[src/rtl/timing_sequencer_pkg.sv]
// Shared control definitions for the timing sequencer: T-state indices,
// bit-ordering helpers and the per-edge step action encoding.
package timing_sequencer_pkg;

    localparam int T0  = 0;
    localparam int T1  = 1;
    localparam int T2  = 2;
    localparam int T3  = 3;
    localparam int T4  = 4;
    localparam int T5  = 5;
    localparam int T6  = 6;
    localparam int T7  = 7;
    localparam int T8  = 8;
    localparam int T9  = 9;
    localparam int T10 = 10;
    localparam int T11 = 11;
    localparam int T12 = 12;
    localparam int T13 = 13;
    localparam int T14 = 14;
    localparam int T15 = 15;
    localparam int T16 = 16;
    localparam int T17 = 17;
    localparam int T18 = 18;
    localparam int T19 = 19;
    localparam int T20 = 20;
    localparam int T21 = 21;
    localparam int T22 = 22;
    localparam int T23 = 23;
    localparam int T24 = 24;
    localparam int T25 = 25;
    localparam int T26 = 26;
    localparam int T27 = 27;
    localparam int T28 = 28;
    localparam int T29 = 29;
    localparam int T30 = 30;
    localparam int T31 = 31;

    localparam bit ORDER_MSB_FIRST = 1'b1;
    localparam bit ORDER_LSB_FIRST = 1'b0;

    // Physical bit position of T-state 'step', so control equations can name
    // T-states by index regardless of the chosen ordering.
    function automatic int t_line(input int step, input int n_steps, input bit reverse);
        return reverse ? (n_steps - 1 - step) : step;
    endfunction

    typedef enum logic [1:0] {
        ACT_HOLD,
        ACT_ADVANCE,
        ACT_WRAP,
        ACT_CLEAR
    } step_action_e;

endpackage

[src/rtl/timing_sequencer_if.sv]
// Control/timing bundle between the control unit (master) and the sequencer (slave).
interface timing_sequencer_if #(
    parameter int N_STEPS = 32
);
    import timing_sequencer_pkg::*;

    localparam int CNT_W = $clog2(N_STEPS);

    logic               en;
    logic               clr;
    logic [CNT_W-1:0]   end_step;
    logic [N_STEPS-1:0] t;
    logic [CNT_W-1:0]   step;
    logic               last;
    logic               wrap;

    modport master (
        output en, clr, end_step,
        input  t, step, last, wrap
    );

    modport slave (
        input  en, clr, end_step,
        output t, step, last, wrap
    );

endinterface

[src/rtl/timing_sequencer_onehot_decoder.sv]
// Combinational binary-to-one-hot decoder with selectable bit ordering;
// codes at or beyond WIDTH decode to all zeros like the legacy decoder.
module onehot_decoder
    import timing_sequencer_pkg::*;
#(
    parameter int WIDTH   = 32,
    parameter int IN_W    = 5,
    parameter bit REVERSE = ORDER_MSB_FIRST
) (
    input  logic [IN_W-1:0]  sel,
    output logic [WIDTH-1:0] onehot
);

    always_comb begin
        onehot = '0;
        for (int k = 0; k < WIDTH; k++) begin
            if (sel == IN_W'(k)) begin
                onehot[t_line(k, WIDTH, REVERSE)] = 1'b1;
            end
        end
    end

endmodule

[src/rtl/timing_sequencer.sv]
// Timing-step generator: registered step counter with stall, restart and a
// per-instruction end step, decoded into one-hot T-state lines.
module timing_sequencer
    import timing_sequencer_pkg::*;
#(
    parameter int N_STEPS = 32,
    parameter bit REVERSE = ORDER_MSB_FIRST
) (
    input  logic                clk,
    input  logic                rst,
    timing_sequencer_if.slave   bus
);

    localparam int CNT_W = $clog2(N_STEPS);
    localparam logic [CNT_W-1:0] MAX_STEP = CNT_W'(N_STEPS - 1);

    logic [CNT_W-1:0] step_q;
    logic [CNT_W-1:0] step_d;
    logic [CNT_W-1:0] eff_end;
    logic             wrap_q;
    logic             wrap_d;
    logic             last;
    step_action_e     action;

    // Clamping the end step keeps the counter inside 0..N_STEPS-1 even when a
    // non-power-of-two step count leaves unused binary codes.
    always_comb begin
        eff_end = (bus.end_step > MAX_STEP) ? MAX_STEP : bus.end_step;
    end

    assign last = (step_q >= eff_end);

    always_comb begin
        action = ACT_HOLD;
        step_d = step_q;
        wrap_d = 1'b0;
        if (bus.clr) begin
            action = ACT_CLEAR;
        end else if (bus.en && last) begin
            action = ACT_WRAP;
        end else if (bus.en) begin
            action = ACT_ADVANCE;
        end
        unique case (action)
            ACT_CLEAR:   step_d = '0;
            ACT_WRAP: begin
                step_d = '0;
                wrap_d = 1'b1;
            end
            ACT_ADVANCE: step_d = step_q + CNT_W'(1);
            default:     step_d = step_q;
        endcase
    end

    always_ff @(posedge clk) begin
        if (rst) begin
            step_q <= '0;
            wrap_q <= 1'b0;
        end else begin
            step_q <= step_d;
            wrap_q <= wrap_d;
        end
    end

    onehot_decoder #(
        .WIDTH   (N_STEPS),
        .IN_W    (CNT_W),
        .REVERSE (REVERSE)
    ) u_decoder (
        .sel    (step_q),
        .onehot (bus.t)
    );

    assign bus.step = step_q;
    assign bus.last = last;
    assign bus.wrap = wrap_q;

endmodule

[src/flat_wrapper.sv]
// flat-port wrapper written by rule: the top's interface ports become plain ports
module timing_sequencer_flat import timing_sequencer_pkg::*;
#(
    parameter int N_STEPS = 32,
    parameter bit REVERSE = ORDER_MSB_FIRST
)
  (clk, rst, bus_en, bus_clr, bus_end_step, bus_t, bus_step, bus_last, bus_wrap);
  timing_sequencer_if #(.N_STEPS(N_STEPS)) bus_i ();
  input  logic clk;
  input  logic rst;
  input wire logic [$bits(bus_i.en)-1:0] bus_en;
  input wire logic [$bits(bus_i.clr)-1:0] bus_clr;
  input wire logic [$bits(bus_i.end_step)-1:0] bus_end_step;
  output wire logic [$bits(bus_i.t)-1:0] bus_t;
  output wire logic [$bits(bus_i.step)-1:0] bus_step;
  output wire logic [$bits(bus_i.last)-1:0] bus_last;
  output wire logic [$bits(bus_i.wrap)-1:0] bus_wrap;
  assign bus_i.en = bus_en;
  assign bus_i.clr = bus_clr;
  assign bus_i.end_step = bus_end_step;
  assign bus_t = bus_i.t;
  assign bus_step = bus_i.step;
  assign bus_last = bus_i.last;
  assign bus_wrap = bus_i.wrap;
  timing_sequencer #(.N_STEPS(N_STEPS), .REVERSE(REVERSE)) u_core (.clk(clk), .rst(rst), .bus(bus_i));
endmodule
[config.mk]
export PLATFORM = sky130hd
export DESIGN_NAME = timing_sequencer_flat
export DESIGN_NICKNAME = d
export VERILOG_FILES = /design/src/rtl/timing_sequencer_pkg.sv /design/src/rtl/timing_sequencer_if.sv /design/src/rtl/timing_sequencer_onehot_decoder.sv /design/src/rtl/timing_sequencer.sv /design/src/flat_wrapper.sv
export SDC_FILE = /design/constraint.sdc
export NUM_CORES = 1
export LEC_CHECK = 0
export CAP_MARGIN = 20
export CORE_MARGIN = 5
export CORE_UTILIZATION = 35
export CTS_BUF_LIST = sky130_fd_sc_hd__clkbuf_4 sky130_fd_sc_hd__clkbuf_8
export DETAILED_ROUTE_END_ITERATION = 8
export GPL_TIMING_DRIVEN = 0
export PLACE_DENSITY_LB_ADDON = 0.3
export SETUP_SLACK_MARGIN = 0.05
export SYNTH_ARGS = -nofsm -noshare
export SYNTH_HDL_FRONTEND = slang
export SYNTH_SLANG_ARGS = --single-unit
[constraint.sdc]
create_clock -name clk -period 1.8 [get_ports clk]
set_input_delay 0.27 -clock clk [delete_from_list [all_inputs] [get_ports clk]]
set_output_delay 0.27 -clock clk [all_outputs]
set_load 0.03 [all_outputs]
==> results of run 1 <==
[flip-flops by register name (all words and copies together), names as in the netlist]
| signal | cells |
|---|---|
| u_core.bus.step | 5 |
| u_core.bus.wrap | 1 |
[path summary, 6_finish.rpt]
kind | startpoint | end | slack, ns | cells after the start
max | bus_end_step[3] | bus_last | -0.05 | 6
min | u_core.bus.step[3]$_SDFFE_PP0P_ | u_core.bus.step[3]$_SDFFE_PP0P_ | 0.57 | 2
max reg2reg | u_core.bus.step[0]$_SDFFE_PP0P_ | u_core.bus.step[2]$_SDFFE_PP0P_ | 0.14 | 7
min reg2reg | u_core.bus.step[3]$_SDFFE_PP0P_ | u_core.bus.step[3]$_SDFFE_PP0P_ | 0.57 | 2
[per-layer routing]
layer  part of all wire [%]  vias up
met5                      0        -
met4                    2.5        0
met3                     10        7
met2                     49       47
met1                     38      407
li1                       -      426
[cell type report]
cell class                 count  area, um^2
inverter                       8        33.8
tap                           25        31.3
clock buffer                   3        22.5
timing repair buffer          49         363
buffer                         1        3.75
fill                         164         598
multi-input combinational     82         597
sequential                     6         134
[cell usage in the layout, fill, tap and decap left out, drive strengths merged]
cell           netlist  routed
o32ai                2       2
clkdlybuf4s50        0      13
nor3b                1       1
nand2b               2       2
nand4                1       1
nor2                27      27
or2b                 1       1
a211oi               1       1
nand2               11      11
o221ai               1       1
nand3                3       3
o31a                 1       1
buf                  0      27
nor3                 1       1
o21ai                2       2
dlymetal6s2s         0       1
a21o                 1       1
nand3b               1       1
clkdlybuf4s18        0       1
and3                 2       2
or2                  2       2
and2                 6       6
inv                  8       7
or3                  1       1
clkbuf               4       8
nor2b                2       2
ha                  11      11
clkdlybuf4s15        0       3
a21oi                1       1
dfxtp                6       6
or3b                 1       1
clkinvlp             0       1
[metrics by stage]
step           util (%)  TNS [ns]  setup slack [ns]
3_3_place_gp       67.0     -3.41            -0.715
5_1_grt            66.5    -0.102           -0.0799
3_5_place_dp       67.0     -4.56            -0.703
2_1_floorplan         -         0            0.0567
4_1_cts            65.0   -0.0355           -0.0355
6_report           66.5   -0.0503           -0.0503
[cell families after synthesis]
| logic type | synth area share, % |
|---|---|
| AND/OR/NAND/NOR | 43.8 |
| flip-flops | 17.9 |
| adder cells (fa/ha/maj) | 20.5 |
| AO/OA/AOI/OAI | 11.2 |
| buffers and inverters | 6.70 |
[critical path, delay by kind of cell]
family,cells,cell delay [ns]
buffers and inverters,3,0.69
AO/OA/AOI/OAI,1,0.20
AND/OR/NAND/NOR,1,0.14
adder cells (fa/ha/maj),1,0.27
[power breakdown]
part	total (mW)	internal [mW]	switching, mW	leakage [nW]
sequential	0.134	0.131	0.00332	0.0518
clock	0.130	0.0758	0.0539	0.0138
combinational	0.0876	0.0410	0.0466	0.486
[repair_timing]
item,4_1_cts,5_1_grt
resized for setup,147,35
pin swaps,2,3
setup endpoints to repair,33,24
setup buffers,1,1
==> summary.md, run 1 <==
| Metric | Value |
|---|---|
| Status | finished, violations left |
| Failing checks | negative setup slack |
| Synth area leader | ha_1 |
| Die H | 53.8 um |
| Fmax | 540 MHz |
| GR peak layer | met2 |
| Cell area after placement | 0.00119 mm^2 |
| Non-Filler Instances | 174 |
| Synthesized cell area | 672 um^2 |
| Arrival time worst endpoint | 1.58 ns |
| Async set or reset register ratio after synthesis | 0% |
| Final ANT Viol Nets | 0 |
| Finish-stage setup viols | 1 |
| Max-Cap Viols | 0 |
| Most common cell in the netlist | nor2_1 |
| Final Hold Vio Count | 0 |
| Pwr Density | 297 mW/mm^2 |
| Leakage power | 0.552 nW |
| Seq cells post-synth | 6 |
| GRT overflow | 0 |
| Initial antenna violation count | 0 |
| Clk buf depth | 2 |
| HPWL after detailed placement | 1850 um |
| Sequential-to-total area share from yosys stat | 17.9% |
| Cells after synthesis | 100 |
| First-pass GRT wire length | 4010 um |
| DR vias/cell | 5.10 |
| Synth top area share | 20.5% |
| TritonCTS buffer count | 3 |
| Max-slew violations | 0 |
| Slowest-stage cell, CP | clkdlybuf4s50_1 |
| Worst-margin pin slew | 0.386 ns |
| Crit path required time | 1.53 ns |
| Post-synth EDFFs | 0 |
| CP Class | in -> out |
| Pre-antenna DRT Iters | 4 |
| Crit path max fanout | 2 |
| Area contributors post-synth | ha_1 20%, dfxtp_1 18%, nor2_1 15% |
| Clock Latency Late Sink | 0.25 ns |
| DR WL/cell | 14.5 um |
| Synth cell count leaders | 27 x nor2_1, 11 x ha_1, 11 x nand2_1 |
| Layout cells sized above 1 | 41.6% |
| Fin crit period | 1.85 ns |
| Most used DFF post-synth | dfxtp_1 |
| Io pins | 48 |
| Finished Cell Area | 0.00118 mm^2 |
| Clock transition at the registers of the reported paths | 0.04 ns |
| Worst setup SP type | input pin |
| CTS tree | yes |
| Area of the core | 0.00178 mm^2 |
| Drc violations | 0 |
| Clock Skew | 0.00504 ns |
| Worst hold path class | reg -> reg |
| Hold slack | 0.572 ns |
| Final wirelength | 2520 um |
| CTS Hold Bufs | 0 |
| Clk root buf | clkbuf_4 |
| Vias in the first global route | 892 |
| Syn Area/Cell | 6.72 um^2 |
| Ant diodes | 0 |
| Total power draw | 0.351 mW |
| Drt first-iter violations | 22 |
| RSZ-0062 raised after global routing | yes |
| Initial Util | 37.7% |
| Fin crit share | 103% |
| Crit path setup slack, layout | -0.0503 ns |
| Buffers on Ports | 47 |
| Mapped Nets | 120 |
| Routability cong. | 0.693 |
| Die Area | 0.00290 mm^2 |
| Met2 global-route usage | 33.9% |
| H-tree level count | 1 |
| Sink Count | 6 |
| Met3 GRT Util | 5.26% |
| Setup crit end kind | primary output |
| GRT Overall Usage | 18.9% |
| Chip width | 53.8 um |
| # nets final | 171 |
| Global routing usage on met1 | 20.9% |
| Yosys warns | 0 |
| DR vias | 887 |
| Largest net degree at the start of global routing | 12 |
| FP Rows | 15 |
| Count of cell types in the netlist | 26 |
| Slowest cell delay on critical path | 0.47 ns |
| Peak supply drop | 259 uV |
| CP cell instances | clkdlybuf4s50_1 -> inv_2 -> ha_4 -> nand4_1 -> o221ai_4 -> buf_6 |
| Slew HR | 74.3% |
| Layout area overhead | 76.4% |
| Placed cells | 172 |
Power figures use the tool's default switching activity.
==> run 2: changes to the inputs <==
- SKIP_CTS_REPAIR_TIMING: default -> 1
==> run 2 against run 1 <==
  * The run still ends with negative setup slack left
  * Power is 0.70% higher
  * First-iteration DRC count is the same
  * Via count up 1.6%
  * Non-clock buffer count grew 3
  * Worst hold slack better by 0.017 ns
  * Final cell count is 1.7% higher
  * Die area is the same
  * Clock-buffer cell count stayed put
  * Largest cell class unchanged
  * Highest routed layer unchanged
==> summary.md, run 2 (same netlist as run 1, synthesis figures left out) <==
| Metric | Value |
|---|---|
| Crit path setup slack, layout | -0.0550 ns (-0.00473 ns) |
| Pre-antenna DRT Iters | 4 (unchanged) |
| Failing checks | negative setup slack |
| Worst R2R Setup Slack | -0.03 ns (-0.17 ns) |
| TritonCTS buffer count | 3 (unchanged) |
| Most used cells in the layout excluding fill and tap cells | 27 x nor2_1, 25 x clkbuf_2, 11 x nand2_1, 9 x clkdlybuf4s50_1, 8 x dlymetal6s2s_1 |
| Fill count | 152 (-7.3%) |
| Leakage power | 0.653 nW (+18%) |
| Die Area | 0.00290 mm^2 (unchanged) |
| Fmax | 539 MHz (-0.25%) |
| Fin crit share | 103% (+0.26 points) |
| Area of the core | 0.00178 mm^2 (unchanged) |
| Clock Latency Late Sink | 0.25 ns (about the same) |
| Worst-margin pin slew | 0.388 ns (+0.00253 ns) |
| Final ANT Viol Nets | 0 (unchanged) |
| GRT overflow | 0 (unchanged) |
| DR vias | 901 (+1.6%) |
| Crit path max fanout | 10 (+8) |
| Arrival time worst endpoint | 1.58 ns (about the same) |
| Non-Filler Instances | 177 (+1.7%) |
| Worst hold path class | reg -> reg |
| Fin crit period | 1.85 ns (+0.00473 ns) |
| Final TNS setup | -0.0839 ns (-0.0336 ns) |
| Sink Count | 6 (unchanged) |
| Max FFs per register | 5 (unchanged) |
| Pwr Density | 291 mW/mm^2 (-1.8%) |
| Vias in the first global route | 868 (-2.7%) |
| # nets final | 174 (+1.8%) |
| CP cell instances | ha_4 -> nand4_1 -> o221ai_4 -> buf_2 |
| Worst path top cell family by delay | flip-flops |
| Clk buf depth | 2 (unchanged) |
| Ant diodes | 0 (unchanged) |
| Worst setup SP type | flip-flop |
| Initial antenna violation count | 0 (unchanged) |
| Placed cells | 172 (unchanged) |
| Drc violations | 0 (unchanged) |
| Max-Cap Viols | 0 (unchanged) |
| First-pass GRT wire length | 3780 um (-5.7%) |
| Clk root buf | clkbuf_4 |
| Status | finished, violations left |
| Io pins | 48 (unchanged) |
| Buffers on Ports | 47 (unchanged) |
| DR vias/cell | 5.09 (-0.14%) |
| Final wirelength | 2600 um (+2.8%) |
| Die H | 53.8 um (unchanged) |
| CP bufs+invs | 1 (-2) |
| Setup crit end kind | primary output |
| Layout area overhead | 80.8% |
| Peak supply drop | 269 uV (+3.8%) |
| RSZ-0062 raised after global routing | yes |
| GRT Overall Usage | 17.8% (-1.1 points) |
| CTS tree | yes |
| Multi-input gate area | 603 um^2 (+1.0%) |
| Finish-stage setup viols | 2 (+1) |
| Slowest cell delay on critical path | 0.39 ns (-0.08 ns) |
| Clock transition at the registers of the reported paths | 0.04 ns (about the same) |
| Largest net degree at the start of global routing | 12 (unchanged) |
| Layout cells sized above 1 | 41.4% (-0.16 points) |
| Routability cong. | 0.693 (unchanged) |
| Commonest non-fill, non-tap cell in the layout | nor2_1 |
| DR WL/cell | 14.7 um (+1.1%) |
| Slew HR | 74.1% (-0.17 points) |
| Initial Util | 37.7% (unchanged) |
| Slowest-stage cell, CP | dfxtp_2 |
| Crit path required time | 1.53 ns (about the same) |
| Drt first-iter violations | 22 (unchanged) |
| H-tree level count | 1 (unchanged) |
| HPWL after detailed placement | 1850 um (unchanged) |
| Clock Skew | 0.00491 ns (-0.000127 ns) |
| CP Class | reg -> out |
| FP Rows | 15 (unchanged) |
| Final core occ | 68.1% (+1.7 points) |
| Final Hold Vio Count | 0 (unchanged) |
| Seq. cell area | 134 um^2 (unchanged) |
| Max-slew violations | 0 (unchanged) |
| Chip width | 53.8 um (unchanged) |
==> run 2: cell count changes in the layout (fill, tap and decap cells not counted), moves of 2 or more <==
| cell | change |
|---|---|
| inv_2 | +2 |
| ha_2 | +2 |
| buf_4 | -3 |
| buf_2 | -19 |
| buf_6 | +2 |
| dlymetal6s2s_1 | +7 |
| clkdlybuf4s50_1 | -4 |
| ha_1 | -2 |
| clkdlybuf4s15_2 | -3 |
| clkbuf_2 | +23 |
==> run 2: layout make-up <==
cell class                      instances  share of cell area (%)
Inverter                                8                    2.47
Timing Repair Buffer                   51                    31.8
Multi-Input combinational cell         82                    49.6
Buffer                                  2                   0.618
Sequential cell                         6                    11.0
Tap cell                               25                    2.57
Clock buffer                            3                    1.85
==> run 2: power breakdown <==
| part | total [mW] | internal, mW | switching, mW |
|---|---|---|---|
| Combinational | 0.0907 | 0.0422 | 0.0485 |
| Sequential | 0.134 | 0.131 | 0.00294 |
| Clock | 0.129 | 0.0757 | 0.0531 |
| Total | 0.354 | 0.249 | 0.105 |
==> run 2: path summary, 6_finish.rpt <==
kind                                         from                              end  cells past startpoint
setup / recovery  u_core.bus.step[3]$_SDFFE_PP0P_                         bus_last                      4
hold / removal    u_core.bus.step[3]$_SDFFE_PP0P_  u_core.bus.step[3]$_SDFFE_PP0P_                      2
setup reg to reg  u_core.bus.step[3]$_SDFFE_PP0P_  u_core.bus.step[2]$_SDFFE_PP0P_                      8
hold reg to reg   u_core.bus.step[3]$_SDFFE_PP0P_  u_core.bus.step[3]$_SDFFE_PP0P_                      2
==> run 2: worst min-delay path: stages, from the launching register on <==
cell and delay [ns]:
dfxtp_2 0.39, nand2b_1 0.12, a21oi_2 0.05
==> run 2: through the flow <==
| stage | area [um^2] | setup slack (ns) | power (mW) | hold WS, ns |
|---|---|---|---|---|
| final | 1210 | -0.0550 | 0.354 | 0.589 |
| after global routing | 1210 | -0.0943 | 0.370 | 0.614 |
| after CTS | 1220 | -0.721 | 0.347 | 0.571 |
| after detailed placement | 1190 | -0.703 | 0.219 | 0.562 |
| after global placement | 1190 | -0.715 | 0.215 | 0.534 |
| after floorplan | 693 | 0.0567 | 0.181 | 0.456 |
==> run 2: metal layers <==
layer	wire length, um	track usage (%)	up-vias
met5	0	0	-
met4	61	7.23	0
met3	258	5.26	9
met2	1300	32.3	44
met1	978	19.0	415
li1	-	-	433
